==> src/rtl/div_pkg.sv <==
// Shared types and constants for the iterative restoring divider.
package div_pkg;

  localparam int unsigned DIV_ITERS = 32;
  localparam int unsigned CNT_W     = 6;

  typedef enum logic [1:0] {
    S_IDLE = 2'd0,
    S_ITER = 2'd1,
    S_FIX  = 2'd2,
    S_DONE = 2'd3
  } div_state_t;

  // Two's complement negation with the width of the operand preserved.
  function automatic logic [31:0] neg32(input logic [31:0] x);
    return ~x + 32'(1);
  endfunction

endpackage

==> src/rtl/div_step.sv <==
// One radix-2 restoring step: shift the next dividend bit into the remainder
// and subtract the divisor when it fits.
module div_step #(
  parameter int unsigned WIDTH = 32
) (
  input  logic [WIDTH-1:0] rem,
  input  logic [WIDTH-1:0] quot,
  input  logic [WIDTH-1:0] dvs,
  output logic [WIDTH-1:0] rem_c,
  output logic [WIDTH-1:0] quot_c
);

  logic [WIDTH:0]   shifted;
  logic [WIDTH-1:0] diff;

  always_comb begin
    shifted = {rem, quot[WIDTH-1]};
    // remainder stays below the divisor, so the difference always fits WIDTH bits
    diff    = shifted[WIDTH-1:0] - dvs;
    if (shifted >= {1'b0, dvs}) begin
      rem_c  = diff;
      quot_c = {quot[WIDTH-2:0], 1'b1};
    end else begin
      rem_c  = shifted[WIDTH-1:0];
      quot_c = {quot[WIDTH-2:0], 1'b0};
    end
  end

endmodule

==> src/rtl/div_unit.sv <==
// Fixed-latency 32-bit signed/unsigned divider with ARM zero-divide semantics.
module div_unit
  import div_pkg::*;
#(
  parameter int unsigned WIDTH = 32
) (
  input  logic             clk,
  input  logic             reset,
  input  logic             Start,
  input  logic             Signed,
  input  logic [WIDTH-1:0] a,
  input  logic [WIDTH-1:0] b,
  output logic             Busy,
  output logic             Done,
  output logic [WIDTH-1:0] Quotient,
  output logic [WIDTH-1:0] Remainder,
  output logic             DivByZero,
  output logic [3:0]       DivFlags
);

  div_state_t       state, state_n;
  logic [CNT_W-1:0] cnt, cnt_n;
  logic [WIDTH-1:0] rem, rem_n, quo, quo_n, dvs, dvs_n;
  logic             neg_r, neg_r_n, neg_q, neg_q_n;
  logic [WIDTH-1:0] q_out_n, r_out_n;
  logic             dbz_n, busy_n, done_n;
  logic [3:0]       flags_n;
  logic [WIDTH-1:0] step_rem_c, step_quo_c;
  logic [WIDTH-1:0] q_fix, r_fix;

  div_step #(.WIDTH(WIDTH)) u_step (
    .rem    (rem),
    .quot   (quo),
    .dvs    (dvs),
    .rem_c  (step_rem_c),
    .quot_c (step_quo_c)
  );

  assign q_fix = neg_q ? neg32(quo) : quo;
  assign r_fix = neg_r ? neg32(rem) : rem;

  // Next-state and next-register values; everything holds unless changed.
  always_comb begin
    state_n = state;
    cnt_n   = cnt;
    rem_n   = rem;
    quo_n   = quo;
    dvs_n   = dvs;
    neg_r_n = neg_r;
    neg_q_n = neg_q;
    q_out_n = Quotient;
    r_out_n = Remainder;
    dbz_n   = DivByZero;
    flags_n = DivFlags;

    unique case (state)
      S_IDLE: begin
        if (Start) begin
          if (b == '0) begin
            state_n = S_DONE;
            q_out_n = '0;
            r_out_n = a;
            dbz_n   = 1'b1;
            flags_n = 4'b0100;
          end else begin
            state_n = S_ITER;
            cnt_n   = CNT_W'(DIV_ITERS - 1);
            rem_n   = '0;
            quo_n   = (Signed && a[WIDTH-1]) ? neg32(a) : a;
            dvs_n   = (Signed && b[WIDTH-1]) ? neg32(b) : b;
            neg_r_n = Signed & a[WIDTH-1];
            neg_q_n = Signed & (a[WIDTH-1] ^ b[WIDTH-1]);
          end
        end
      end
      S_ITER: begin
        rem_n = step_rem_c;
        quo_n = step_quo_c;
        if (cnt == '0) state_n = S_FIX;
        else           cnt_n   = cnt - CNT_W'(1);
      end
      S_FIX: begin
        state_n = S_DONE;
        q_out_n = q_fix;
        r_out_n = r_fix;
        dbz_n   = 1'b0;
        flags_n = {q_fix[WIDTH-1], (q_fix == '0), 2'b00};
      end
      S_DONE: state_n = S_IDLE;
      default: state_n = S_IDLE;
    endcase

    busy_n = (state_n != S_IDLE);
    done_n = (state_n == S_DONE);
  end

  always_ff @(posedge clk or posedge reset) begin
    if (reset) state <= S_IDLE;
    else       state <= state_n;
  end

  // Datapath and registered outputs.
  always_ff @(posedge clk or posedge reset) begin
    if (reset) begin
      cnt       <= '0;
      rem       <= '0;
      quo       <= '0;
      dvs       <= '0;
      neg_r     <= 1'b0;
      neg_q     <= 1'b0;
      Busy      <= 1'b0;
      Done      <= 1'b0;
      Quotient  <= '0;
      Remainder <= '0;
      DivByZero <= 1'b0;
      DivFlags  <= 4'b0000;
    end else begin
      cnt       <= cnt_n;
      rem       <= rem_n;
      quo       <= quo_n;
      dvs       <= dvs_n;
      neg_r     <= neg_r_n;
      neg_q     <= neg_q_n;
      Busy      <= busy_n;
      Done      <= done_n;
      Quotient  <= q_out_n;
      Remainder <= r_out_n;
      DivByZero <= dbz_n;
      DivFlags  <= flags_n;
    end
  end

endmodule

==> config.mk <==
export PLATFORM = sky130hd
export DESIGN_NAME = div_unit
export DESIGN_NICKNAME = d
export VERILOG_FILES = /design/src/rtl/div_pkg.sv /design/src/rtl/div_step.sv /design/src/rtl/div_unit.sv
export SDC_FILE = /design/constraint.sdc
export NUM_CORES = 1
export LEC_CHECK = 0
export BUFFER_PORTS_ARGS = -buffer_cell sky130_fd_sc_hd__buf_2
export CAP_MARGIN = 20
export CELL_PAD_IN_SITES_DETAIL_PLACEMENT = 1
export CELL_PAD_IN_SITES_GLOBAL_PLACEMENT = 1
export CORE_MARGIN = 2
export CORE_UTILIZATION = 50
export CTS_BUF_LIST = sky130_fd_sc_hd__clkbuf_8
export DETAILED_ROUTE_END_ITERATION = 7
export PLACE_DENSITY_LB_ADDON = 0.05
export SYNTH_ARGS = -nofsm -noshare
export SYNTH_HDL_FRONTEND = slang
export SYNTH_SLANG_ARGS = --single-unit
==> constraint.sdc <==
create_clock -name clk -period 9.3 [get_ports clk]
set_clock_uncertainty 0.2 [all_clocks]
set_input_delay 1.86 -clock clk [delete_from_list [all_inputs] [get_ports clk]]
set_output_delay 1.86 -clock clk [all_outputs]
set_load 0.1 [all_outputs]
==> flow_summary.toml <==
[synthesis]
synth-compound-area-share_pct = 24.1
synth_area_um2 = 11900
syn_avg_cell_area_um2 = 8.53
yosysSeqAreaShare_pct = 36.7
ys_warn_count = 0
synth_cells = 1390
synth-edff-count = 0
synth_ff_type = "dfrtp_1"
synth_xor_area_share_pct = 11.3
synth_area_leaders = "dfrtp_1, xor2_1, o21ai_0, a21oi_1, xnor2_1"
synth_top_family_by_area = "compound AO/OA/AOI/OAI gates"
synthAdderAreaFrac_pct = 4.18
async_reset_ff_share_pct = 100
yosysTopAreaCellShare_pct = 36.7
synth-simple-area-share_pct = 15.7
synth_cell_type_count = 81
yosysTopAreaCell = "dfrtp_1"
synth-seq-cells = 174
synthMuxAreaShare_pct = 1.96

[floorplan]
rows = 56
die-area_um2 = 25000
start_util_pct = 50.7
die_height_um = 158
num_io_pins = 139
coreArea_um2 = 23400
die_x_um = 158

[clock_network]
clkLatencyLatePin_ps = 470
post-cts-setup-buffer-count = 0
cts_tree = "done"
hold_buffers = 0
clk_path_buf_depth = 2
root_buffer = "clkbuf_8"
htree_levels = 4
cts_made_buffers = 17
cts_resized = 0
clkTransAtPathRegs_ps = 90
cts.sinks = 174

[outcome]
status = "finished, final reports clean"

[job]
drv_cap = 0

[finish]
syn2layout_area_growth_pct = 9.39
multi_input_area_um2 = 6820
register_area_um2 = 4350
final_nets = 1565
postLayoutCoreUtil_pct = 55.4
fillers = 2897
drive_above_1_share_pct = 14.3
diodes = 0
final_area_um2 = 13000

[setup_path]
end_kind = "register"
slowest_stage = "nand2_1"
path_buf_inv = 2
cp_top_family = "simple AND/OR/NAND/NOR gates"
path_max_fanout = 31
critPathKind = "primary input to register"
startpoint_type = "primary input"
path_cells = "buf_2 -> or4_1 -> or4_1 -> nor4b_2 -> a31oi_2 -> buf_4 -> nand2_1 -> nor2_1 -> o21ai_0 -> o21ai_0"
required_ps = 9440
worst_path_largest_cell_delay_ps = 660
worstPathArrival_ps = 5610

[power_and_ir_drop]
leakagePower_nw = 5.51
irDropWorstVdd_mv = 0.179
p_per_area_nw_per_um2 = 351

[grt]
first_global_vias = 10800
grt_start_max_net_pins = 70
antenna_found_initial = 0
track_usage_pct = 28.3
overflow = 0
grt_pass1_wl_um = 55800

[sta]
finalCriticalPeriod_ps = 5470
hold_viol = 0
fin_tns_setup_ps = 0
rsz0062_at_grt = "false"
max_slew.worst_pin.slew_ps = 1010
timing.hold.ws_ps = 276
fmax_mhz = 183
drv_slew = 0
slew_headroom_pct = 32.8
setup_viol = 0
fin_crit_sh_pct = 58.8

[placed_design]
gp_congestion = 0.903
io_buffers = 136
place_area_um2 = 12600
dpl.hpwl_um = 26800

[detailed_routing]
wl_um = 34800
routedWlPerCell_um = 19.4
first_iter_violations = 577
drc_errors = 0
drt-pass1-iter-count = 5
vias = 10700
via_per_inst = 5.97
final_antenna_net_count = 0

[hold_path]
hp-class = "register to register"
## worst paths after layout
path | slack, ps | startpoint | end | depth (start not counted)
min in group asynchronous | 1250 | reset | Quotient[2] | 2
min | 280 | Quotient[28] | Quotient[28] | 2
max in group asynchronous | 5760 | reset | Remainder[12] | 4
max | 3830 | b[13] | cnt[1] | 10
min reg2reg | 280 | Quotient[28] | Quotient[28] | 2
max reg2reg | 5080 | quo[31] | rem[28] | 12
## registers in the layout (all words and copies together) (netlist names), 2 cells and up
name / count
state: 2
cnt: 6
Remainder: 32
rem: 32
Quotient: 31
dvs: 32
quo: 32
DivFlags: 2
## synthesized netlist by cell type (all sizes together), types with 16 or more instances
master	instances
a21oi	114
a22oi	18
buf	28
clkbuf	71
dfrtp	174
ha	38
inv	60
mux2i	21
nand2	114
nand3	47
nor2	74
nor3	33
o21ai	147
o22ai	71
o31ai	31
o41ai	16
xnor2	56
xor2	97
## placed cells by master, fill, tap and decap left out, types with 14 or more instances in the layout
cell type	count
nor3_1	31
nor2_1	72
a22oi_1	18
ha_1	38
dfrtp_1	174
buf_2	136
xor2_1	97
nand3_1	45
o31ai_1	29
o22ai_1	71
o21ai_0	147
o41ai_1	14
mux2i_1	21
a21oi_1	113
nand4_1	15
xnor2_1	56
inv_1	58
or3_1	14
clkbuf_8	19
nand2_1	113
## per-stage QoR
step                      std cells  worst slack [ps]  total power [mW]
after global placement         1758              3460              3.92
after global routing           1790              3520              4.92
after detailed placement       1758              3330              4.02
final                          1790              3830              4.55
after CTS                      1790              3840              4.56
after floorplan                1391              2520              3.40
## area by class of cell
type / instances / share of cell area [%]
Multi-Input combinational cell: 1057 / 52.6
Timing Repair Buffer: 148 / 5.94
Tap cell: 319 / 3.08
Clock inverter: 13 / 1.00
Inverter: 60 / 1.78
Sequential cell: 174 / 33.6
Clock buffer: 19 / 2.02
## per-layer routing
metal	vias to the layer above	routed length [um]	share of wire [%]	GRT usage (%)
met5	-	0	0	0
met4	0	838	2.4	9.35
met3	47	850	2.4	2.41
met2	177	17700	51	51.3
met1	5275	15400	44	35.6
li1	5183	-	-	-
## where the power goes
part           total (mW)  switching (mW)  internal [mW]
clock               0.540           0.307          0.233
sequential           1.39           0.362           1.03
combinational        2.62            1.64          0.987
total                4.55            2.31           2.25
## logic make-up after synthesis
logic type               count (synthesis)
adder cells (fa/ha/maj)                 39
AND/OR/NAND/NOR                        371
other                                    1
buffers and inverters                  160
multiplexers                            23
AO/OA/AOI/OAI                          469
flip-flops                             174
XOR/XNOR                               153
## tightest hold or removal path: cells and delay by family (launching register included)
kind,cells,cell delay [ps]
AO/OA/AOI/OAI,1,50
AND/OR/NAND/NOR,1,40
flip-flops,1,350
Power figures use the tool's default switching activity.
